<file path="config.mk">
export PLATFORM = sky130hd
export DESIGN_NAME = merc2_adc_scan_ctrl_flat
export DESIGN_NICKNAME = d
export VERILOG_FILES = /design/src/rtl/merc2_adc_scan_ctrl_if.sv /design/src/rtl/merc2_adc_scan_ctrl.sv /design/src/flat_wrapper.sv
export SDC_FILE = /design/constraint.sdc
export NUM_CORES = 1
export LEC_CHECK = 0
export CORE_ASPECT_RATIO = 1.5
export CORE_MARGIN = 2
export CORE_UTILIZATION = 49
export CTS_CLUSTER_DIAMETER = 150
export DETAILED_ROUTE_END_ITERATION = 12
export PLACE_DENSITY = 0.78
export SLEW_MARGIN = 30
export SYNTH_ARGS = -nofsm -noshare
export SYNTH_HDL_FRONTEND = slang
export SYNTH_SLANG_ARGS = --single-unit
</file>
<file path="constraint.sdc">
create_clock -name clock -period 2.2 [get_ports clock]
set_clock_uncertainty 0.15 [all_clocks]
set_input_delay 0.33 -clock clock [delete_from_list [all_inputs] [get_ports clock]]
set_output_delay 0.33 -clock clock [all_outputs]
set_load 0.03 [all_outputs]
</file>
<file path="src/rtl/merc2_adc_scan_ctrl_if.sv">
// ADC driver handshake for the Mercury2 scan sequencer: trigger/channel/diff select out,
// result and idle/valid flag back.
`timescale 1ns/1ps
interface merc2_adc_scan_ctrl_if;
  logic       adc_trigger;
  logic [2:0] adc_channel;
  logic       adc_diffn;
  logic [9:0] adc_dout;
  logic       adc_outval;

  modport master (
    output adc_trigger,
    output adc_channel,
    output adc_diffn,
    input  adc_dout,
    input  adc_outval
  );

  modport slave (
    input  adc_trigger,
    input  adc_channel,
    input  adc_diffn,
    output adc_dout,
    output adc_outval
  );
endinterface

</file>
<file path="src/rtl/merc2_adc_scan_ctrl.sv">
// Mercury2 ADC scan sequencer: walks a channel mask, one conversion per enabled channel.
// Optional MERC2_SCAN_AVG_EN: four conversions per channel, averaged result.
`timescale 1ns/1ps
module merc2_adc_scan_ctrl #(
  parameter int SCAN_PERIOD = 50000,
  parameter int TIMEOUT     = 255
) (
  input  logic                         clock,
  input  logic                         reset,
  input  logic                         start,
  input  logic                         continuous,
  input  logic [7:0]                   chan_mask,
  input  logic                         diffn_cfg,
  merc2_adc_scan_ctrl_if.master        adc,
  output logic [9:0]                   res_data,
  output logic [2:0]                   res_chan,
  output logic                         res_valid,
  output logic                         busy,
  output logic                         scan_done,
  output logic                         timeout_err
);

  localparam int            PW          = $clog2(SCAN_PERIOD + 1);
  localparam logic [PW-1:0] PERIOD_LAST = PW'(SCAN_PERIOD - 1);
  localparam logic [7:0]    WAIT_LAST   = 8'(TIMEOUT - 1);

  typedef enum logic [2:0] {IDLE, TRIG, WAIT_LO, WAIT_HI, STORE, NEXT, HOLD} state_t;

  state_t        state, state_d;
  logic [7:0]    mask_q, mask_d;
  logic          cont_q, cont_d;
  logic          diffn_q, diffn_d;
  logic [2:0]    ptr_q, ptr_d;
  logic [PW-1:0] period_cnt, period_d;
  logic [7:0]    wait_cnt, wait_d;
  logic          trig_q, trig_d;
  logic [9:0]    res_data_d;
  logic [2:0]    res_chan_d;
  logic          res_valid_d, busy_d, scan_done_d, timeout_err_d;
  logic          launch, abort, wait_expired;
  logic [3:0]    first, nxt;
`ifdef MERC2_SCAN_AVG_EN
  logic [11:0]   acc_q, acc_d, acc_sum;
  logic [1:0]    samp_q, samp_d;
`endif

  // Index of the lowest set bit at or above 'from'; bit 3 set means none found.
  function automatic logic [3:0] find_from(input logic [7:0] m, input logic [3:0] from);
    logic [3:0] r;
    r = 4'b1000;
    for (int i = 7; i >= 0; i--) begin
      if (m[i] && (4'(i) >= from)) r = 4'(i);
    end
    return r;
  endfunction

  always_comb begin
    state_d       = state;
    mask_d        = mask_q;
    cont_d        = cont_q;
    diffn_d       = diffn_q;
    ptr_d         = ptr_q;
    period_d      = (period_cnt == PERIOD_LAST) ? period_cnt : period_cnt + PW'(1);
    wait_d        = wait_cnt + 8'd1;
    trig_d        = 1'b0;
    res_data_d    = res_data;
    res_chan_d    = res_chan;
    res_valid_d   = 1'b0;
    busy_d        = busy;
    scan_done_d   = 1'b0;
    timeout_err_d = timeout_err;
    launch        = 1'b0;
    abort         = 1'b0;
    wait_expired  = (wait_cnt == WAIT_LAST);
    first         = find_from(chan_mask, 4'd0);
    nxt           = find_from(mask_q, {1'b0, ptr_q} + 4'd1);
`ifdef MERC2_SCAN_AVG_EN
    acc_d         = acc_q;
    samp_d        = samp_q;
    acc_sum       = acc_q + {2'b00, adc.adc_dout};
`endif

    case (state)
      IDLE: begin
        if (start) begin
          timeout_err_d = 1'b0;
          if (first[3]) scan_done_d = 1'b1;
          else          launch      = 1'b1;
        end
      end
      TRIG: begin
        if (adc.adc_outval) begin
          trig_d  = 1'b1;
          state_d = WAIT_LO;
        end else if (wait_expired) begin
          abort = 1'b1;
        end
      end
      WAIT_LO: begin
        if (!adc.adc_outval)  state_d = WAIT_HI;
        else if (wait_expired) abort  = 1'b1;
      end
      WAIT_HI: begin
        if (adc.adc_outval) begin
`ifdef MERC2_SCAN_AVG_EN
          if (samp_q == 2'd3) begin
            res_data_d  = acc_sum[11:2];
            res_chan_d  = ptr_q;
            res_valid_d = 1'b1;
            state_d     = STORE;
          end else begin
            acc_d   = acc_sum;
            samp_d  = samp_q + 2'd1;
            state_d = TRIG;
          end
`else
          res_data_d  = adc.adc_dout;
          res_chan_d  = ptr_q;
          res_valid_d = 1'b1;
          state_d     = STORE;
`endif
        end else if (wait_expired) begin
          abort = 1'b1;
        end
      end
      STORE: state_d = NEXT;
      NEXT: begin
        if (!nxt[3]) begin
          ptr_d   = nxt[2:0];
          state_d = TRIG;
`ifdef MERC2_SCAN_AVG_EN
          acc_d   = '0;
          samp_d  = '0;
`endif
        end else begin
          scan_done_d = 1'b1;
          if (cont_q) begin
            state_d = HOLD;
          end else begin
            state_d = IDLE;
            busy_d  = 1'b0;
          end
        end
      end
      HOLD: begin
        if (!continuous) begin
          state_d = IDLE;
          busy_d  = 1'b0;
        end else if (period_cnt == PERIOD_LAST) begin
          // An empty mask at a periodic restart still marks the period as scanned.
          if (first[3]) begin
            scan_done_d = 1'b1;
            period_d    = '0;
          end else begin
            launch = 1'b1;
          end
        end
      end
      default: state_d = IDLE;
    endcase

    if (launch) begin
      mask_d   = chan_mask;
      cont_d   = continuous;
      diffn_d  = diffn_cfg;
      ptr_d    = first[2:0];
      period_d = '0;
      busy_d   = 1'b1;
      state_d  = TRIG;
`ifdef MERC2_SCAN_AVG_EN
      acc_d    = '0;
      samp_d   = '0;
`endif
    end

    if (abort) begin
      timeout_err_d = 1'b1;
      scan_done_d   = 1'b1;
      if (cont_q) begin
        state_d = HOLD;
      end else begin
        state_d = IDLE;
        busy_d  = 1'b0;
      end
    end

    if (state_d != state) wait_d = '0;
  end

  always_ff @(posedge clock or posedge reset) begin
    if (reset) begin
      state       <= IDLE;
      mask_q      <= '0;
      cont_q      <= 1'b0;
      diffn_q     <= 1'b0;
      ptr_q       <= '0;
      period_cnt  <= '0;
      wait_cnt    <= '0;
      trig_q      <= 1'b0;
      res_data    <= '0;
      res_chan    <= '0;
      res_valid   <= 1'b0;
      busy        <= 1'b0;
      scan_done   <= 1'b0;
      timeout_err <= 1'b0;
    end else begin
      state       <= state_d;
      mask_q      <= mask_d;
      cont_q      <= cont_d;
      diffn_q     <= diffn_d;
      ptr_q       <= ptr_d;
      period_cnt  <= period_d;
      wait_cnt    <= wait_d;
      trig_q      <= trig_d;
      res_data    <= res_data_d;
      res_chan    <= res_chan_d;
      res_valid   <= res_valid_d;
      busy        <= busy_d;
      scan_done   <= scan_done_d;
      timeout_err <= timeout_err_d;
    end
  end

`ifdef MERC2_SCAN_AVG_EN
  always_ff @(posedge clock or posedge reset) begin
    if (reset) begin
      acc_q  <= '0;
      samp_q <= '0;
    end else begin
      acc_q  <= acc_d;
      samp_q <= samp_d;
    end
  end
`endif

  assign adc.adc_trigger = trig_q;
  assign adc.adc_channel = ptr_q;
  assign adc.adc_diffn   = diffn_q;

endmodule

</file>
<file path="src/flat_wrapper.sv">
// flat-port wrapper written by rule: the top's interface ports become plain ports
module merc2_adc_scan_ctrl_flat 
#(
  parameter int SCAN_PERIOD = 50000,
  parameter int TIMEOUT     = 255
)
  (clock, reset, start, continuous, chan_mask, diffn_cfg, res_data, res_chan, res_valid, busy, scan_done, timeout_err, adc_adc_trigger, adc_adc_channel, adc_adc_diffn, adc_adc_dout, adc_adc_outval);
  merc2_adc_scan_ctrl_if adc_i ();
  input  logic clock;
  input  logic reset;
  input  logic start;
  input  logic continuous;
  input  logic [7:0] chan_mask;
  input  logic diffn_cfg;
  output logic [9:0] res_data;
  output logic [2:0] res_chan;
  output logic res_valid;
  output logic busy;
  output logic scan_done;
  output logic timeout_err;
  output wire logic [$bits(adc_i.adc_trigger)-1:0] adc_adc_trigger;
  output wire logic [$bits(adc_i.adc_channel)-1:0] adc_adc_channel;
  output wire logic [$bits(adc_i.adc_diffn)-1:0] adc_adc_diffn;
  input wire logic [$bits(adc_i.adc_dout)-1:0] adc_adc_dout;
  input wire logic [$bits(adc_i.adc_outval)-1:0] adc_adc_outval;
  assign adc_adc_trigger = adc_i.adc_trigger;
  assign adc_adc_channel = adc_i.adc_channel;
  assign adc_adc_diffn = adc_i.adc_diffn;
  assign adc_i.adc_dout = adc_adc_dout;
  assign adc_i.adc_outval = adc_adc_outval;
  merc2_adc_scan_ctrl #(.SCAN_PERIOD(SCAN_PERIOD), .TIMEOUT(TIMEOUT)) u_core (.clock(clock), .reset(reset), .start(start), .continuous(continuous), .chan_mask(chan_mask), .diffn_cfg(diffn_cfg), .adc(adc_i), .res_data(res_data), .res_chan(res_chan), .res_valid(res_valid), .busy(busy), .scan_done(scan_done), .timeout_err(timeout_err));
endmodule
</file>
# After elaboration in Yosys (flattened, before gate mapping)
# Index checks and enable logic that the tools add are counted.
[op_classes] n_addsub=3 magnitude_cmp=8 n_eq_ne=10 mux=64 reduce_logical=16
[op_table] cell="$mux W16" count=6
[op_table] cell="$mux W4" count=16
[op_table] cell="$mux W3" count=11
[op_table] cell="$mux W1" count=25
[op_table] cell="$pmux W3 S7" count=1
[op_table] cell="$add A16 B1 Y16 const B" count=1
[op_table] cell="$eq A16 B16 Y1 const B" count=1
[op_table] cell="$ge A3 B4 Y1 const A" count=4
[op_table] cell="$eq A3 B3 Y1 const B" count=3
[op_table] cell="$add A8 B1 Y8 const B" count=1
[op_table] cell="$eq A8 B8 Y1 const B" count=1
[op_table] cell="$ge A1 B4 Y1 const A" count=2
[op_table] cell="$ge A2 B4 Y1 const A" count=2
[op_table] cell="$logic_and A1 B1 Y1" count=8
[op_table] cell="$mux W8" count=1
[op_table] cell="$eq A3 B2 Y1 const B" count=2
[op_table] cell="$pmux W1 S2" count=3
[op_table] cell="$reduce_and A2 Y1" count=3
[op_table] cell="$reduce_bool A2 Y1" count=3
[op_table] cell="$add A3 B1 Y4 const B" count=1
[op_table] cell="$eq A3 B1 Y1 const B" count=1
[op_table] cell="$logic_not A3 Y1" count=1
[op_table] cell="$ne A3 B3 Y1" count=1
[op_table] cell="$pmux W1 S3" count=1
[op_table] cell="other kinds (2)" count=2
[word_totals] register_bits=58 input_bits=24 out_inout_bits=22

# Logic depth before layout (Yosys ltp)
[depth] ltp_word=17 depth_mapped=8 depth_no_buf=8

# Worst setup path after synthesis
# OpenSTA, ideal clock, no wires.
[synth_path] path_type="register to register" from="register u_core.ptr_q[1] (netlist: u_core.adc.adc_channel[1])" to="register u_core.wait_cnt[2]" setup_ns=0.137 arrival_ns=2.291 required_time_ns=1.913 slack_ns=-0.378 path_stages_with_launch=9 path_cell_list="dfrtp_1 > inv_1 > ha_1 > or3b_1 > o221ai_2 > o211ai_2 > o21a_1 > o31ai_4 > nor3_1"
[synth_via] elab_chain_len=17 elab_cells_between_ends=31
[synth_lines] element="from (decl)" line="merc2_adc_scan_ctrl.sv:33" rtl="logic [2:0] ptr_q, ptr_d;"
[synth_lines] element="from (signal assigned)" line="merc2_adc_scan_ctrl.sv:211" rtl="ptr_q <= ptr_d;"
[synth_lines] element="$add A3 B1 Y4 *" line="merc2_adc_scan_ctrl.sv:76" rtl="nxt = find_from(mask_q, {1'b0, ptr_q} + 4'd1);"
[synth_lines] element="$ge A3 B4 Y1" line="merc2_adc_scan_ctrl.sv:52" rtl="if (m[i] && (4'(i) >= from)) r = 4'(i);"
[synth_lines] element="$logic_and A1 B1 Y1" line="merc2_adc_scan_ctrl.sv:52"
[synth_lines] element="$mux W4 (7 in a row)" line="merc2_adc_scan_ctrl.sv:52"
[synth_lines] element="$mux W4 *" line="merc2_adc_scan_ctrl.sv:52"
[synth_lines] element="$mux W3 *" line="merc2_adc_scan_ctrl.sv:128" rtl="if (!nxt[3]) begin"
[synth_lines] element="$pmux W3 S7 *" line="merc2_adc_scan_ctrl.sv:83" rtl="case (state)"
[synth_lines] element="$mux W3 *" line="merc2_adc_scan_ctrl.sv:162" rtl="if (launch) begin"
[synth_lines] element="$mux W3 *" line="merc2_adc_scan_ctrl.sv:176" rtl="if (abort) begin"
[synth_lines] element="$ne A3 B3 Y1 *" line="merc2_adc_scan_ctrl.sv:187" rtl="if (state_d != state) wait_d = '0;"
[synth_lines] element="$mux W8 *" line="merc2_adc_scan_ctrl.sv:187"
[synth_lines] element="via u_core.wait_d[2]" line="merc2_adc_scan_ctrl.sv:35" rtl="logic [7:0] wait_cnt, wait_d;"
[synth_lines] element="to (signal assigned)" line="merc2_adc_scan_ctrl.sv:213" rtl="wait_cnt <= wait_d;"
[synth_lines] element="to (decl)" line="merc2_adc_scan_ctrl.sv:35"
# The timed path passes the listed nets; every way through them passes the cells marked *.
# A chain may end at the register's enable or synchronous reset.

# Worst setup path after layout
[layout_path] from="register u_core.ptr_q[1] (netlist: u_core.adc.adc_channel[1])" to="register u_core.wait_cnt[4]"
# Same word-level chain as after synthesis.

==> results_dict.tcl <==
set metrics [dict create \
    status "finished with violations" \
    violations "negative setup slack" \
    synthSimpleGateAreaFrac_pct 25.7 \
    ios 46 \
    rsz0062_at_grt "yes" \
    dr.pass1.iters 5 \
    dp_worst_setup_slack_ns -0.404 \
    post-route-period-util_pct 113 \
    clk_pin_slew_ns 0.07 \
    ir_drop_v 0.000862 \
    cts_sinks 58 \
    ys_ff_latch 58 \
    hold_viol_final 0 \
    r2r-end "u_core.wait_cnt[4]" \
    seqCellArea_um2 1450 \
    finalCriticalPeriod_ns 2.49 \
    ys.flop_type "dfrtp_1" \
    grt_pass1_vias 2945 \
    cts_root_buf "clkbuf_8" \
    power.static_leakage_nw 2.11 \
    synth-edff-count 0 \
    portBuffers 45 \
    synth_top_family_by_area "simple AND/OR/NAND/NOR gates" \
    antenna_found_initial 0 \
    syn_area_per_cell_um2 9.12 \
    setup_viol 18 \
    grt_pass1_wl_um 13300 \
    place.gp.congestion 0.940 \
    maxSlewViolCount 0 \
    cts_made_buffers 9 \
    overflow 0 \
    multi_input_area_um2 1770 \
    ff2ff_setup_slack_ns -0.29 \
    drt_iter0_markers 246 \
    fp.dieH_um 102 \
    synthMuxAreaShare_pct 1.00 \
    final_cell_mix "nand2_1, buf_4, dfrtp_1, clkdlybuf4s50_1, nor2_1" \
    synthAdderAreaFrac_pct 3.21 \
    grt_max_degree 59 \
    cts_htree_levels 3 \
    wire_per_inst_um 17.4 \
    cts_buffer_depth 2 \
    syn_area_um2 3120 \
    clkLatencyLatePin_ns 0.35 \
    fillers 359 \
    ys_seq_area_share_pct 46.5 \
    core_um2 6170 \
    syn_inst 342 \
    fin_nets 493 \
    powerDensity_nw_per_um2 1390 \
    die_w_um 69.2 \
    fin_cells 540 \
    n_antenna_cell 0 \
    hp-class "in -> async" \
    grt_use_total_pct 24.2 \
    initial_core_util_pct 50.5 \
    tns_ns -3.66 \
    max_freq_ghz 0.402 \
    path_class "reg -> reg" \
    wl_um 9370 \
    finalWorstSetupSlack_ns -0.289 \
    r2r_start "u_core.adc.adc_channel[1]" \
    async_reset_ff_share_pct 100 \
    via_count 3129 \
    syn_to_final_growth_pct 49.8 \
    synth_compound_area_share_pct 15.3 \
    power.total_w 0.00651 \
    slew_headroom_pct 66.1 \
    critPathLaunchType "register" \
    synthXorXnorAreaFrac_pct 5.33 \
    cts_tree "done" \
    hpwl_um 5560 \
    end_kind "register" \
    final_antenna_net_count 0 \
    ys_types 55 \
    drv_cap 0 \
    placed_cells 505 \
    routed_via_density 5.79 \
    crit_arrival_ns 2.59 \
    cp.required_ns 2.30 \
    rows 35 \
    mostFrequentLayoutCell "nand2_1" \
    syn_nets 374 \
    drc 0 \
    tightest_slew_ns 0.506 \
    reg2reg_depth 8 \
    critPathMaxFanout 8 \
    yosys_warnings 0 \
    final_layout_size_suffix_gt1_share_pct 27.0 \
    die-area_um2 7040 \
]
==> registers in the layout (all words and copies together), names as in the netlist <==
signal and cells:
u_core.res_valid 1, u_core.period_cnt 16, u_core.state 3, u_core.mask_q 8, u_core.busy 1, u_core.adc.adc_trigger 1, u_core.res_chan 3, u_core.cont_q 1
u_core.adc.adc_channel 3, u_core.adc.adc_diffn 1, u_core.timeout_err 1, u_core.wait_cnt 8, u_core.scan_done 1, u_core.res_data 10
==> power by group <==
group	internal [W]	switching (W)	total, W
logic	0.00168	0.00189	0.00357
clock network	0.000762	0.000493	0.00125
registers	0.00139	0.000298	0.00169
total	0.00383	0.00268	0.00651
==> cell type report <==
| cell class | instances | share of cell area (%) |
|---|---|---|
| Clock inverter | 7 | 2.65 |
| Clock buffer | 9 | 2.65 |
| Timing Repair Buffer | 116 | 22.5 |
| Multi-Input combinational cell | 261 | 37.8 |
| Sequential cell | 58 | 31.1 |
| Tap cell | 74 | 1.98 |
| Inverter | 15 | 1.26 |
==> metal layers <==
| layer | track usage, % | vias to the layer above | part of all wire [%] |
|---|---|---|---|
| met5 | 0 | - | 0 |
| met2 | 43.6 | 150 | 53 |
| li1 | - | 1442 | - |
| met3 | 3.88 | 44 | 5.6 |
| met4 | 15.1 | 0 | 4.4 |
| met1 | 26.5 | 1493 | 37 |
==> what timing repair did <==
item / in CTS / in global routing
buffers inserted: 8 / 10
gates cloned: 0 / 1
pin swaps: 11 / 6
setup endpoints to repair: 16 / 22
resized for setup: 14 / 28
hold buffers: 0 / 0
==> how the worst max path moves through the flow <==
stage,from,end,slack (ns),cells after the start
3_3_place_gp,chan_mask[4],u_core.wait_cnt[7],-0.26,7
5_1_grt,u_core.adc.adc_channel[1],u_core.wait_cnt[4],-0.36,8
2_1_floorplan,u_core.adc.adc_channel[0],u_core.wait_cnt[2],-0.13,8
6_report,u_core.adc.adc_channel[1],u_core.wait_cnt[4],-0.29,8
4_1_cts,u_core.adc.adc_channel[1],u_core.wait_cnt[4],-0.17,9
3_5_place_dp,chan_mask[0],u_core.wait_cnt[5],-0.40,7
==> through the flow <==
step           hold WS (ns)  cell area [um2]  utilization [%]
2_1_floorplan         0.285             3130                -
3_3_place_gp          0.307             4050             65.6
3_5_place_dp          0.311             4050             65.6
4_1_cts               0.216             4420             71.6
5_1_grt               0.238             4670             75.7
6_report              0.198             4670             75.7
==> worst max-delay path, cell delays in order (launching register included) <==
cell	delay [ns]
dfrtp_2	0.47
inv_4	0.07
ha_4	0.16
nand2b_1	0.20
a21oi_1	0.34
a21oi_2	0.18
o31ai_2	0.34
nand4b_4	0.21
nor3_1	0.27
==> cell usage after synthesis (2+ instances only) <==
cell type,instances,area [um2]
a21o_1,2,15.0
o31ai_4,2,42.5
mux2i_1,2,20.0
ha_1,8,100
xor2_1,10,87.6
and3b_1,3,26.3
nor4b_1,3,26.3
or3_1,3,18.8
nand4_1,7,43.8
nand3_1,12,60.1
o21a_1,2,15.0
dfrtp_1,58,1450
and2_1,2,12.5
nor4_1,3,18.8
clkbuf_1,2,7.51
nor3_1,17,85.1
o21ai_0,16,80.1
and4_1,3,26.3
xnor2_1,9,78.8
and3_1,2,12.5
inv_1,15,56.3
o31ai_1,2,15.0
nand2_1,69,259
buf_2,6,30.0
nor2_1,26,97.6
nand2b_1,4,25.0
a21oi_1,17,85.1
o22ai_1,2,12.5
nor2b_1,4,25.0
o21ai_1,6,30.0
==> cells by family after synthesis <==
family	count (synthesis)
AO/OA/AOI/OAI	67
XOR/XNOR	19
adder cells (fa/ha/maj)	8
buffers and inverters	23
flip-flops	58
multiplexers	3
AND/OR/NAND/NOR	164
Note: power is estimated with default switching activity, not from simulation.
